**config.mk**
```make
export PLATFORM = sky130hd
export DESIGN_NAME = mem_copy_engine
export DESIGN_NICKNAME = d
export VERILOG_FILES = /design/src/rtl/mem_copy_engine.sv
export SDC_FILE = /design/constraint.sdc
export NUM_CORES = 1
export LEC_CHECK = 0
export ABC_AREA = 1
export CORE_MARGIN = 2
export CORE_UTILIZATION = 30
export DETAILED_ROUTE_END_ITERATION = 12
export MAX_ROUTING_LAYER = met4
export SETUP_SLACK_MARGIN = 0.2
export SKIP_CTS_REPAIR_TIMING = 1
export SYNTH_ARGS = -nofsm -noshare
export SYNTH_HDL_FRONTEND = slang
export SYNTH_SLANG_ARGS = --single-unit
export TNS_END_PERCENT = 50
```
**constraint.sdc**
```tcl
create_clock -name CLK -period 7.4 [get_ports CLK]
set_input_delay 1.48 -clock CLK [delete_from_list [all_inputs] [get_ports CLK]]
set_output_delay 1.48 -clock CLK [all_outputs]
set_load 0.005 [all_outputs]
```
**src/rtl/mem_copy_engine.sv**
```systemverilog
// Byte-block copy/fill engine on the data memory load/store port.
// Copies src -> dst (read then write per byte) or fills dst with a constant, keeping a mod-256 checksum.
module mem_copy_engine #(
    parameter int AW = 8,
    parameter int DW = 8
) (
    input  logic          CLK,
    input  logic          reset,
    input  logic          start,
    input  logic          op,
    input  logic [AW-1:0] src_addr,
    input  logic [AW-1:0] dst_addr,
    input  logic [AW:0]   length,
    input  logic [DW-1:0] fill_val,
    input  logic [DW-1:0] MemRData,
    output logic [AW-1:0] MemAddr,
    output logic          MemRead,
    output logic          MemWrite,
    output logic [DW-1:0] MemWData,
    output logic          busy,
    output logic          done,
    output logic [DW-1:0] checksum
);

    localparam logic [2:0] IDLE = 3'd0;
    localparam logic [2:0] RD   = 3'd1;
    localparam logic [2:0] WR   = 3'd2;
    localparam logic [2:0] FILL = 3'd3;
    localparam logic [2:0] DONE = 3'd4;

    logic [2:0]    state;
    logic [AW-1:0] src_r;
    logic [AW-1:0] dst_r;
    logic [AW:0]   len_r;
    logic [DW-1:0] fill_r;
    logic [DW-1:0] data_reg;
    logic [AW:0]   idx;
    logic [AW:0]   idx_next;

    // idx is one bit wider than the address so a 2**AW-byte block terminates cleanly.
    assign idx_next = idx + 1'b1;

    always_ff @(posedge CLK) begin
        if (reset) begin
            state    <= IDLE;
            src_r    <= '0;
            dst_r    <= '0;
            len_r    <= '0;
            fill_r   <= '0;
            data_reg <= '0;
            idx      <= '0;
            checksum <= '0;
        end else begin
            case (state)
                IDLE: begin
                    if (start) begin
                        src_r    <= src_addr;
                        dst_r    <= dst_addr;
                        len_r    <= length;
                        fill_r   <= fill_val;
                        idx      <= '0;
                        checksum <= '0;
                        if (length == '0)
                            state <= DONE;
                        else if (op)
                            state <= FILL;
                        else
                            state <= RD;
                    end
                end
                RD: begin
                    data_reg <= MemRData;
                    checksum <= checksum + MemRData;
                    state    <= WR;
                end
                WR: begin
                    idx   <= idx_next;
                    state <= (idx_next < len_r) ? RD : DONE;
                end
                FILL: begin
                    idx      <= idx_next;
                    checksum <= checksum + fill_r;
                    state    <= (idx_next < len_r) ? FILL : DONE;
                end
                DONE: state <= IDLE;
                default: state <= IDLE;
            endcase
        end
    end

    // Memory port is purely a function of state, so read and write can never overlap.
    always_comb begin
        MemAddr  = '0;
        MemRead  = 1'b0;
        MemWrite = 1'b0;
        MemWData = '0;
        case (state)
            RD: begin
                MemRead = 1'b1;
                MemAddr = src_r + idx[AW-1:0];
            end
            WR: begin
                MemWrite = 1'b1;
                MemAddr  = dst_r + idx[AW-1:0];
                MemWData = data_reg;
            end
            FILL: begin
                MemWrite = 1'b1;
                MemAddr  = dst_r + idx[AW-1:0];
                MemWData = fill_r;
            end
            default: ;
        endcase
    end

    assign busy = (state != IDLE);
    assign done = (state == DONE);

endmodule

```
==> flow_metrics.tcl, run 1 <==
set metrics [dict create \
    outcome "finished clean" \
    syn_avg_cell_area_um2 6.83 \
    grt_pass1_vias 3420 \
    syn_inst 509 \
    die_area_mm2 0.0125 \
    cts_tree "yes" \
    grt_max_degree 54 \
    synth_cell_types 29 \
    crit_path_top_delay_cell "clkdlybuf4s50_1" \
    cp_slowest_stage_delay_ps 510 \
    route.detailed.drc 0 \
    cp.arrival_ps 2900 \
    p_comb_frac 0.287 \
    cp_top_family "buffers and inverters" \
    die_height_um 112 \
    crit_type "flop to primary output" \
    syn_area_mm2 0.00347 \
    clock_latency_ps 330 \
    cp-startpoint "state[2]$_SDFFE_PP0P_" \
    wirelength_um 9580 \
    place_inst 708 \
    start_kind "flop" \
    maxCapViolCount 0 \
    rows 39 \
    required_ps 5920 \
    vias_per_cell 4.75 \
    hp-class "flop to flop" \
    cellLeakagePower_nw 1.93 \
    clock_skew_ps 4.22 \
    yosysWarningCount 0 \
    final_cells 724 \
    setup_viol 0 \
    rr_worst_depth 14 \
    crit_buf_inv 4 \
    ant_nets 0 \
    h-tree-depth 3 \
    dp_hpwl_um 7120 \
    drt_iter0_markers 93 \
    antenna_found_initial 0 \
    cts_sinks 61 \
    r2r_end "checksum[6]$_SDFFE_PP0P_" \
    whs_path_depth 2 \
    overflow 0 \
    period_minus_slack_ps 4380 \
    ff2ff_setup_slack_ps 4740 \
    worst_setup_path_end_kind "primary output" \
    synth_nets 579 \
    nFillCells 1207 \
    fmaxAchievable_ghz 0.228 \
    hold_viol 0 \
    r2r-start "state[2]$_SDFFE_PP0P_" \
    avgRoutedWirePerCell_um 13.2 \
    p_switching_uw 385 \
    irDropWorstVdd_v 0.000107 \
    rsz0062_at_grt "false" \
    die_width_um 112 \
    core_area_mm2 0.0114 \
    ys_ff_latch 61 \
    top_level_ports 73 \
    port_buffers 72 \
    path_cells "inv_2 -> nand2_2 -> nand2_1 -> o21ai_0 -> ha_1 -> inv_1 -> fa_1 -> inv_1 -> nand3_1 -> nand2_1 -> o21ai_0 -> a21oi_1 -> clkdlybuf4s50_1" \
    initial_core_util 0.306 \
    vias 3436 \
    multiInputGateArea_mm2 0.00192 \
    clk_pin_slew_ps 60 \
    diodes 0 \
    drive_above_1_share 0.0499 \
    clock-root-buffer "clkbuf_16" \
    areaGrowthSynthToFinish_pct 32.6 \
    ys_seq_area_frac 0.351 \
    regArea_mm2 0.00122 \
    max_slew.worst_pin.slew_ps 886 \
    fin_setup_tns_ps 0 \
    clkPwrFrac 0.368 \
    min_period_over_period 0.592 \
    cts_buffer_depth 2 \
    layout.nets 646 \
    cp_max_fo 18 \
    relSlewSlack 0.409 \
    top_regs "idx (9), len_r (9)" \
    p_per_area_mw_per_mm2 251 \
    p_int_uw 770 \
    seqPwrFrac 0.345 \
    dr.pass1.iters 4 \
    hold_end "data_reg[0]$_SDFFE_PP0P_" \
    grt_pass1_wl_um 16100 \
    gp_congestion 0.853 \
    numCtsBuffers 9 \
    holdCritStartpoint "data_reg[0]$_SDFFE_PP0P_" \
    grtUsageTotal 0.166 \
    drv_slew 0 \
    swShare 0.333 \
]
[worst max path at each step]
stage,endpoint,slack (ps),cells after the start
after floorplan,MemAddr[6],3850,12
after global placement,MemAddr[4],3410,13
after detailed placement,MemAddr[4],3360,13
after CTS,MemAddr[4],3010,13
after global routing,MemAddr[6],2730,12
final,MemAddr[4],3020,13
[tightest hold or removal path: cells and delay by family (launching register included)]
| kind | cells | cell delay, ps |
|---|---|---|
| buffers and inverters | 1 | 50 |
| flip-flops | 1 | 290 |
| AO/OA/AOI/OAI | 1 | 50 |
[synthesized netlist by cell type, drive strengths merged]
cell type | number | area (µm²)
a21oi | 80 | 400
buf | 8 | 42.5
clkbuf | 9 | 33.8
dfxtp | 61 | 1220
fa | 2 | 40.0
ha | 23 | 288
inv | 68 | 255
nand2 | 119 | 457
nand2b | 1 | 6.26
nand3 | 33 | 165
nand3b | 2 | 15.0
nand4 | 6 | 37.5
nor2 | 28 | 123
nor3 | 3 | 15.0
o211ai | 1 | 7.51
o21a | 1 | 7.51
o21ai | 50 | 250
o22ai | 3 | 18.8
or2 | 2 | 12.5
xnor2 | 2 | 17.5
xor2 | 7 | 61.3
[power groups by stage]
stage	clock, mW	combinational, mW	sequential (mW)
2_1_floorplan	0	0.217	0.399
3_5_place_dp	0	0.333	0.406
5_1_grt	0.448	0.381	0.404
4_1_cts	0.434	0.336	0.399
3_3_place_gp	0	0.327	0.404
6_report	0.425	0.331	0.399
[metal layers]
metal / vias up / routed length (µm) / GRT usage
met5: - / 0 / -
met3: 15 / 348 / 0.0338
li1: 1807 / - / -
met1: 1544 / 4400 / 0.200
met2: 70 / 4680 / 0.276
met4: 0 / 153 / 0.0593
[cells in the final DEF, fill, tap and decap left out]
master,synthesis,final
nor2_4,2,2
inv_6,0,1
nand3_1,33,33
o22ai_1,3,3
xnor2_1,2,2
dfxtp_1,61,61
or2_2,1,1
fa_1,2,2
o21a_1,1,1
clkbuf_16,0,9
nand2b_1,1,1
nand2_1,117,117
bufinv_16,0,1
xor2_1,7,7
nand4_1,6,6
nor2_2,1,1
nand2_2,1,1
o21ai_1,1,1
nor2_1,25,25
or2_0,1,1
nor3_1,3,3
a21oi_1,80,80
clkinv_4,0,3
buf_4,1,1
clkdlybuf4s50_1,0,72
nand2_4,1,1
o21ai_0,49,49
ha_1,23,23
inv_2,6,6
inv_1,62,62
o211ai_1,1,1
clkinv_2,0,2
nand3b_1,2,2
[stage by stage]
step	power [mW]	utilization	area (µm²)	hold slack, ps	setup slack, ps
global placement	0.731	0.379	4310	435	3410
detailed placement	0.739	0.379	4310	442	3360
global route	1.23	0.405	4610	480	2730
floorplan	0.616	-	3470	424	3850
CTS	1.17	0.405	4610	452	3010
finish	1.16	0.405	4610	448	3020
[cell families (layout without fill, tap and decap cells)]
family,count (synthesis),count (layout),share of synthesized area
xor gates and xnor gates,9,9,0.0227
buffers and inverters,85,157,0.0954
DFF,61,61,0.351
AOI/OAI and AO/OA,135,135,0.197
and+or+nand+nor,194,194,0.239
adders and majority gates,25,25,0.0943
[cell type report]
| cell class | instances | area share |
|---|---|---|
| Tap cell | 143 | 0.0388 |
| Multi-Input combinational cell | 363 | 0.417 |
| Clock inverter | 7 | 0.0163 |
| Sequential cell | 61 | 0.265 |
| Clock buffer | 9 | 0.0489 |
| Timing Repair Buffer | 73 | 0.158 |
| Inverter | 68 | 0.0554 |
Note: power is estimated with default switching activity, not from simulation.
==> run 2, diff against run 1 <==
==> constraint.sdc (replaced) <==
create_clock -name CLK -period 4.1 [get_ports CLK]
set_input_delay 0.82 -clock CLK [delete_from_list [all_inputs] [get_ports CLK]]
set_output_delay 0.82 -clock CLK [all_outputs]
set_load 0.005 [all_outputs]
==> flow_metrics.tcl, run 2 (synthesis results as in run 1) <==
set metrics [dict create \
    outcome "finished clean" \
    worst_setup_path_end_kind "primary output" \
    grt_pass1_wl_um 16000 \
    crit_path_top_delay_cell "clkdlybuf4s50_1" \
    clock_skew_ps 3.68 \
    final_cells 726 \
    max_slew.worst_pin.slew_ps 906 \
    report.power.total_mw 2.07 \
    areaGrowthSynthToFinish_pct 33.2 \
    die_height_um 112 \
    layout_common_cells "nand2_1 (117), a21oi_1 (80), clkdlybuf4s50_1 (72)" \
    wirelength_um 9510 \
    cts_tree "yes" \
    min_period_over_period 0.869 \
    drive_above_1_share 0.0549 \
    cts_buffer_depth 2 \
    dr.pass1.iters 4 \
    die_area_mm2 0.0125 \
    required_ps 3280 \
    gp_congestion 0.834 \
    core_area_mm2 0.0114 \
    drv_slew 0 \
    cp.arrival_ps 2740 \
    setup_viol 0 \
    layout.nets 648 \
    path_cells "inv_2 -> nand2_4 -> nand2_1 -> o21ai_0 -> ha_1 -> inv_1 -> fa_1 -> inv_1 -> nand3_1 -> nand2_1 -> o21ai_0 -> a21oi_1 -> clkdlybuf4s50_1" \
    period_minus_slack_ps 3560 \
    hp-class "flop to flop" \
    cp_slowest_stage_delay_ps 510 \
    crit_buf_inv 4 \
    relSlewSlack 0.395 \
    vias 3449 \
    rows 39 \
    grtUsageTotal 0.164 \
    p_per_area_mw_per_mm2 448 \
    ant_nets 0 \
    nFillCells 1214 \
    h-tree-depth 3 \
    route.detailed.drc 0 \
    fin_setup_tns_ps 0 \
    grt_pass1_vias 3375 \
    rsz0062_at_grt "false" \
    initial_core_util 0.306 \
    drt_iter0_markers 140 \
    place_inst 710 \
    cellLeakagePower_nw 1.93 \
    top_level_ports 73 \
    antenna_found_initial 0 \
    clk_pin_slew_ps 50 \
    clock_latency_ps 330 \
    top_regs "idx (9), len_r (9)" \
    crit_type "flop to primary output" \
    clock-root-buffer "clkbuf_16" \
    cts_sinks 61 \
    utilization 0.407 \
    die_width_um 112 \
    avgRoutedWirePerCell_um 13.1 \
    start_kind "flop" \
    hold_viol 0 \
    fmaxAchievable_ghz 0.281 \
    cp_top_family "buffers and inverters" \
    irDropWorstVdd_v 0.000172 \
    overflow 0 \
    cp_max_fo 18 \
    diodes 0 \
    dp_hpwl_um 7160 \
    regArea_mm2 0.00122 \
    grt_max_degree 54 \
    vias_per_cell 4.75 \
    multiInputGateArea_mm2 0.00193 \
    maxCapViolCount 0 \
    hold_ws_ps 447 \
    numCtsBuffers 9 \
    final_common_cell "nand2_1" \
    port_buffers 72 \
]
==> run 2: cell type report <==
cell class                      instances  area share
Multi-Input combinational cell        363       0.416
Sequential cell                        61       0.264
Timing Repair Buffer                   75       0.161
Inverter                               68      0.0552
Clock buffer                           10      0.0516
Tap cell                              143      0.0387
Clock inverter                          6      0.0135
==> run 2: stage by stage <==
stage                     setup slack (ps)  cell area [µm²]
after floorplan                       1210             3470
after global placement                 784             4320
after detailed placement               705             4320
after CTS                              329             4620
after global routing                   287             4630
final                                  536             4630
==> run 2: final timing paths <==
kind	start	endpoint	slack, ps	cells past startpoint
worst min register to register	data_reg[6]$_SDFFE_PP0P_	data_reg[6]$_SDFFE_PP0P_	450	2
worst max register to register	idx[0]$_SDFFE_PP0P_	state[2]$_SDFFE_PP0P_	1810	13
worst min-delay path	data_reg[6]$_SDFFE_PP0P_	data_reg[6]$_SDFFE_PP0P_	450	2
worst max-delay path	state[2]$_SDFFE_PP0P_	MemAddr[4]	540	13
==> run 2: worst register-to-register path: stages (launching register included) <==
cell     delay [ps]
dfxtp_1         430
ha_1            220
nand2_1          60
nor2_1          190
nand3_1         120
xor2_1          140
inv_1            70
ha_1            290
nand2_1          50
nor2_1          140
nand3_1         110
nand3_1         130
nand2_1          60
a21oi_1         180
==> run 2: where the power goes <==
group	leakage (nW)	switching, mW	total (mW)	internal (mW)
combinational	1.29	0.358	0.601	0.242
sequential	0.501	0.0430	0.719	0.676
clock	0.140	0.269	0.753	0.484
==> run 2: per-layer routing <==
layer	track usage	up-vias	routed length [µm]
met5	-	-	0
met4	0.0486	0	176
met3	0.0386	13	354
met2	0.275	65	4680
met1	0.197	1563	4300
li1	-	1808	-
